$ cat src/rtl/gf180mcu_fd_sc_mcu9t5v0__sync_dbnc.sv
// Synchroniser plus debouncer ahead of the buffer cell: Z follows the synchronised
// input only after it has held a new level for DB_CYCLES enabled clocks.
module gf180mcu_fd_sc_mcu9t5v0__sync_dbnc #(
  parameter int   SYNC_STAGES = 2,
  parameter int   DB_CYCLES   = 4,
  parameter logic RESET_VAL   = 1'b0
) (
`ifdef USE_POWER_PINS
  inout  wire  VDD,
  inout  wire  VSS,
`endif
  input  logic CLK,
  input  logic RST,
  input  logic EN,
  input  logic I,
  output logic Z,
  output logic RISE,
  output logic FALL,
  output logic BUSY
);

  localparam int CNT_W = (DB_CYCLES > 1) ? $clog2(DB_CYCLES) : 1;
  localparam logic [CNT_W-1:0] CNT_LAST = CNT_W'(DB_CYCLES - 1);
  localparam logic [CNT_W-1:0] CNT_ONE  = CNT_W'(1);

  logic [SYNC_STAGES-1:0] sync_q, sync_d;
  logic [CNT_W-1:0]       cnt_q, cnt_d;
  logic                   z_q, z_d;
  logic                   rise_q, rise_d;
  logic                   fall_q, fall_d;
  logic                   busy_q, busy_d;
  logic                   s;

  // I only ever reaches the first flop of the chain; S is the last stage.
  assign s = sync_q[SYNC_STAGES-1];

  always_comb begin
    sync_d = {sync_q[SYNC_STAGES-2:0], I};
    cnt_d  = cnt_q;
    z_d    = z_q;
    rise_d = 1'b0;
    fall_d = 1'b0;
    if (EN) begin
      if (s == z_q) begin
        cnt_d = '0;
      end else if (cnt_q == CNT_LAST) begin
        z_d    = s;
        cnt_d  = '0;
        rise_d = s;
        fall_d = ~s;
      end else begin
        cnt_d = cnt_q + CNT_ONE;
      end
    end
    // Holds automatically while EN is low because cnt_d equals cnt_q then.
    busy_d = (cnt_d != '0);
  end

  always_ff @(posedge CLK) begin
    if (RST) begin
      sync_q <= {SYNC_STAGES{RESET_VAL}};
      cnt_q  <= '0;
      z_q    <= RESET_VAL;
      rise_q <= 1'b0;
      fall_q <= 1'b0;
      busy_q <= 1'b0;
    end else begin
      sync_q <= sync_d;
      cnt_q  <= cnt_d;
      z_q    <= z_d;
      rise_q <= rise_d;
      fall_q <= fall_d;
      busy_q <= busy_d;
    end
  end

  assign Z    = z_q;
  assign RISE = rise_q;
  assign FALL = fall_q;
  assign BUSY = busy_q;

endmodule

$ cat config.mk
export PLATFORM = sky130hd
export DESIGN_NAME = gf180mcu_fd_sc_mcu9t5v0__sync_dbnc
export DESIGN_NICKNAME = d
export VERILOG_FILES = /design/src/rtl/gf180mcu_fd_sc_mcu9t5v0__sync_dbnc.sv
export SDC_FILE = /design/constraint.sdc
export NUM_CORES = 1
export LEC_CHECK = 0
export CAP_MARGIN = 10
export CORE_AREA = 5 5 42 44
export DETAILED_ROUTE_END_ITERATION = 6
export DIE_AREA = 0 0 47 49
export DONT_BUFFER_PORTS = 1
export PLACE_DENSITY = 0.4
export SKIP_CTS_REPAIR_TIMING = 1
export SYNTH_ARGS = -nofsm -noshare
export SYNTH_HDL_FRONTEND = slang
export SYNTH_SLANG_ARGS = --single-unit
$ cat constraint.sdc
create_clock -name CLK -period 1.3 [get_ports CLK]
set_clock_uncertainty 0.2 [all_clocks]
set_input_delay 0.26 -clock CLK [delete_from_list [all_inputs] [get_ports CLK]]
set_output_delay 0.26 -clock CLK [all_outputs]
set_load 0.05 [all_outputs]
==> results.yml, run 1 <==
power_and_ir_drop:
  p_leak_uw: 0.000149
  total_power_uw: 458
  vdd_ir_drop_max_uv: 346
  cellPowerDensity_mw_per_mm2: 1200
synth:
  synthesis.nets: 32
  synth-compound-area-share_pct: 10.3
  ys_warn_count: 0
  synth-adder-area-share_pct: 4.48
  synth-simple-area-share_pct: 24.7
  synth_top_family_by_area: "simple AND/OR/NAND/NOR gates"
  postSynthAreaPerCell_um2: 10.3
  synth_cells: 27
  synth.top_cells.by_area: "dfxtp_1, nor4b_1, a21oi_1, nand3_1, ha_1"
  synth_top_area_share_pct: 57.4
  synth_cell_types: 12
  synth-xor-area-share_pct: 3.14
  yosys.area.top_type: "dfxtp_1"
  synth_seq_area_share_pct: 57.4
  muxShareOfSynthArea_pct: 0
  netlist_area_um2: 279
  synth_seq_cells: 8
route:
  vias: 223
  first_pass_iters: 2
  routed_via_density: 4.29
  wl_per_cell_um: 10.3
  ant_nets: 0
  wl_um: 536
  drcViolationCount: 0
  drtIter0Drc: 1
setup_path:
  arrival_ps: 1220
  rr_worst_depth: 3
  rr_startpoint: "cnt_q[1]$_SDFF_PP0_"
  rrSetupSlack_ps: 80
  cp_num_buf_inv: 1
  cp-end-kind: "flop"
  path_class: "input pin to flop"
  rr_endpoint: "RISE$_SDFF_PP0_"
  cp_cell_sequence: "dlygate4sd3_1 -> nor4b_1"
  cp_max_fo: 7
  startpoint_type: "input pin"
  crit_family: "buffers and inverters"
  critical_path_required_ps: 1240
  slowest_stage: "dlygate4sd3_1"
  cpPeakStageDelay_ps: 640
finish:
  drive_above_1_share_pct: 27.8
  syn_to_final_growth_pct: 36.3
  final_area_um2: 380
  final_cell_count_no_fill: 52
  antenna_cells: 0
  n_fill_cell: 155
  fin_nets: 43
sta:
  hold_slack_ps: -38.3
  rsz0062_at_grt: "no"
  fin_tns_setup_ps: 0
  post-route-min-period_ps: 1280
  slew_violations: 0
  finalCritPeriodShare_pct: 98.5
  worstMarginPinSlew_ps: 265
  fmax_mhz: 781
  hold_violations: 3
  maxSlewHeadroom_pct: 82.1
  report.final.setup_viol: 0
global_route:
  gr-usage-all-layers_pct: 5.65
  grt_pass1_wl_um: 848
  grt_max_degree: 9
  grt_antenna_before_repair: 0
  grt-ovfl-total: 0
  grt_pass1_vias: 208
floorplan:
  rows: 14
  initial_core_util_pct: 19.9
  die_area_mm2: 0.00230
  fp.dieW_um: 47
  die_h_um: 49
  ios: 8
  core_mm2: 0.00140
min_path:
  hold_class: "input pin to flop"
  min_from: "EN"
  holdPathEnd: "Z$_SDFFE_PP0P_"
  whs_path_depth: 2
clock_tree:
  root_buffer: "clkbuf_4"
  cts-htree-levels: 1
  clock_latency_ps: 250
  cts_tree: "yes"
  cts_buffers: 3
  path_clk_slew_ps: 50
  cts_buffer_depth: 2
  cts_num_sinks: 8
flow_run:
  cap_violations: 0
outcome:
  violations: "hold timing"
  status: "finished, violations left"
place:
  port_buffers: 0
  dp_hpwl_um: 407
  place_area_um2: 330
  gp_congestion: 0.616
  place_inst: 47
per-layer routing:
| layer | routed length, µm | part of all wire, % | up-vias | global-route usage (%) |
|---|---|---|---|---|
| met1 | 213 | 40 | 101 | 5.76 |
| met3 | 51 | 9.5 | 0 | 4.06 |
| met4 | 0 | 0 | 0 | 5.53 |
| met5 | 0 | 0 | - | 0 |
| li1 | - | - | 116 | - |
| met2 | 270 | 50 | 6 | 7.01 |
metrics by stage:
step	setup slack, ps	utilization (%)
detailed placement	62.4	23.6
global placement	124	23.6
CTS	20.4	25.2
global route	22.5	27.1
floorplan	75.2	-
finish	20.1	27.1
state kept, by name, summed over array words and instances (netlist names):
| register | count |
|---|---|
| cnt_q | 2 |
| sync_q | 2 |
| BUSY | 1 |
| FALL | 1 |
| RISE | 1 |
| Z | 1 |
how the worst max path moves through the flow:
stage                             start         endpoint  cells past startpoint
floorplan                Z$_SDFFE_PP0P_  BUSY$_SDFF_PP0_                      3
global placement    cnt_q[0]$_SDFF_PP0_  RISE$_SDFF_PP0_                      3
detailed placement  cnt_q[0]$_SDFF_PP0_  RISE$_SDFF_PP0_                      3
CTS                      Z$_SDFFE_PP0P_                Z                      1
global route                        RST  RISE$_SDFF_PP0_                      2
finish                              RST  RISE$_SDFF_PP0_                      2
cells in the mapped netlist:
master and n:
dfxtp_1 8, a21oi_1 3, nand3_1 3, nand2_1 2, nand2b_1 2, nor2b_1 2
nor4b_1 2, a31oi_1 1, ha_1 1, nor2_1 1, o21bai_1 1, xor2_1 1
layout by cell type (no fill, tap or decap):
cell / synthesis / final
dfxtp_1: 8 / 6
nand3_1: 3 / 3
a21oi_1: 3 / 3
clkbuf_4: 0 / 3
buf_4: 0 / 3
dfxtp_2: 0 / 2
nor2b_1: 2 / 2
nand2b_1: 2 / 2
nand2_1: 2 / 2
nor4b_1: 2 / 2
dlygate4sd3_1: 0 / 2
xor2_1: 1 / 1
nor2_1: 1 / 1
o21bai_1: 1 / 1
a31oi_1: 1 / 1
ha_2: 0 / 1
buf_6: 0 / 1
cells by family after synthesis:
family | after synthesis
and+or+nand+nor | 12
DFF | 8
AOI/OAI and AO/OA | 5
xor gates and xnor gates | 1
adders and majority gates | 1
power by group:
group	switching (µW)	internal, µW	total [µW]
logic	9.16	10.4	19.5
registers	2.49	250	253
clock network	80.3	105	186
total	91.9	366	458
area by class of cell:
cell class / instances / area [µm²] / share of cell area (%)
Sequential cell: 8 / 163 / 42.8
Tap cell: 16 / 20.0 / 5.26
Timing Repair Buffer: 6 / 53.8 / 14.1
Clock buffer: 3 / 22.5 / 5.92
Multi-Input combinational cell: 19 / 121 / 31.9
Power figures use the tool's default switching activity.
==> inputs of run 2 (changes only) <==
Settings changed: REMOVE_ABC_BUFFERS set to 1.
==> results.yml, run 2 (same netlist as run 1, synthesis figures left out) <==
route:
  vias: 240
  ant_nets: 0
  routed_via_density: 4.53
  wl_um: 600
  drtIter0Drc: 10
  drcViolationCount: 0
  wl_per_cell_um: 11.3
  first_pass_iters: 4
setup_path:
  startpoint_type: "input pin"
  cp-end-kind: "flop"
  cp_num_buf_inv: 1
  arrival_ps: 1220
  critical_path_required_ps: 1260
  path_class: "input pin to flop"
  cp_cell_sequence: "dlygate4sd3_1 -> nand2_1 -> nor4b_1"
  cpPeakStageDelay_ps: 610
  cp_max_fo: 4
  slowest_stage: "dlygate4sd3_1"
  rrSetupSlack_ps: 60
  crit_family: "buffers and inverters"
clock_tree:
  path_clk_slew_ps: 50
  cts_buffer_depth: 2
  clock_latency_ps: 250
  root_buffer: "clkbuf_4"
  cts_buffers: 3
  cts-htree-levels: 1
  cts_num_sinks: 8
  cts_tree: "yes"
sta:
  post-route-min-period_ps: 1260
  hold_slack_ps: -3.56
  report.final.setup_viol: 0
  worstMarginPinSlew_ps: 277
  fin_tns_setup_ps: 0
  slew_violations: 0
  hold_violations: 1
  maxSlewHeadroom_pct: 81.4
  fmax_mhz: 793
  finalCritPeriodShare_pct: 97.0
global_route:
  grt-ovfl-total: 0
  gr-usage-all-layers_pct: 5.01
  grt_pass1_wl_um: 752
  grt_pass1_vias: 192
  grt_antenna_before_repair: 0
  grt_max_degree: 9
power_and_ir_drop:
  p_leak_uw: 0.000155
  total_power_uw: 465
  vdd_ir_drop_max_uv: 365
  cellPowerDensity_mw_per_mm2: 1200
outcome:
  violations: "hold timing"
  status: "finished, violations left"
floorplan:
  rows: 14
  ios: 8
  initial_core_util_pct: 19.9
  die_h_um: 49
  die_area_mm2: 0.00230
  fp.dieW_um: 47
  core_mm2: 0.00140
finish:
  drive_above_1_share_pct: 21.6
  top_regs: "cnt_q: 2 flops, sync_q: 2 flops"
  n_fill_cell: 158
  post-route-util_pct: 27.6
  final_common_cell: "dfxtp_1"
  syn_to_final_growth_pct: 38.6
  antenna_cells: 0
  fin_nets: 44
place:
  port_buffers: 0
  gp_congestion: 0.654
min_path:
  hold_class: "input pin to flop"
flow_run:
  cap_violations: 0
run 2: report_power, final:
part	total [µW]	switching [µW]	internal [µW]
Sequential	253	2.80	250
Combinational	23.8	11.5	12.4
Clock	188	82.4	105
Total	465	96.7	368
run 2: path summary, 6_finish.rpt:
kind / endpoint / start / depth (start not counted)
max: FALL$_SDFF_PP0_ / EN / 3
max reg2reg: FALL$_SDFF_PP0_ / cnt_q[0]$_SDFF_PP0_ / 3
min reg2reg: sync_q[1]$_SDFF_PP0_ / sync_q[0]$_SDFF_PP0_ / 1
min: cnt_q[1]$_SDFF_PP0_ / EN / 2
run 2: layout make-up:
cell class	instances	area (µm²)	share of cell area, %
clock buffer	3	22.5	5.83
multi-input combinational	19	119	30.7
timing repair buffer	7	63.8	16.5
tap	16	20.0	5.18
sequential	8	161	41.7
run 2: worst register-to-register path: cells and delay by family, from the launching register on:
family,cells,cell delay [ps]
adders and majority gates,1,210
DFF,1,390
and+or+nand+nor,2,330
run 2: metrics by stage:
step	hold WS, ps	area (µm²)	worst slack, ps	instances
detailed placement	136	329	92.9	47
finish	-3.56	387	39.3	53
floorplan	129	279	-108	27
global route	8.49	387	-1.80	53
global placement	132	329	121	47
CTS	-137	352	-4.43	50
run 2: metal layers:
metal  global-route usage [%]  part of all wire, %  vias up
met2                     6.33                   48        9
li1                         -                    -      115
met1                     4.87                   41      114
met5                        0                    0        -
met3                     3.32                  9.3        2
met4                     5.53                  1.8        0
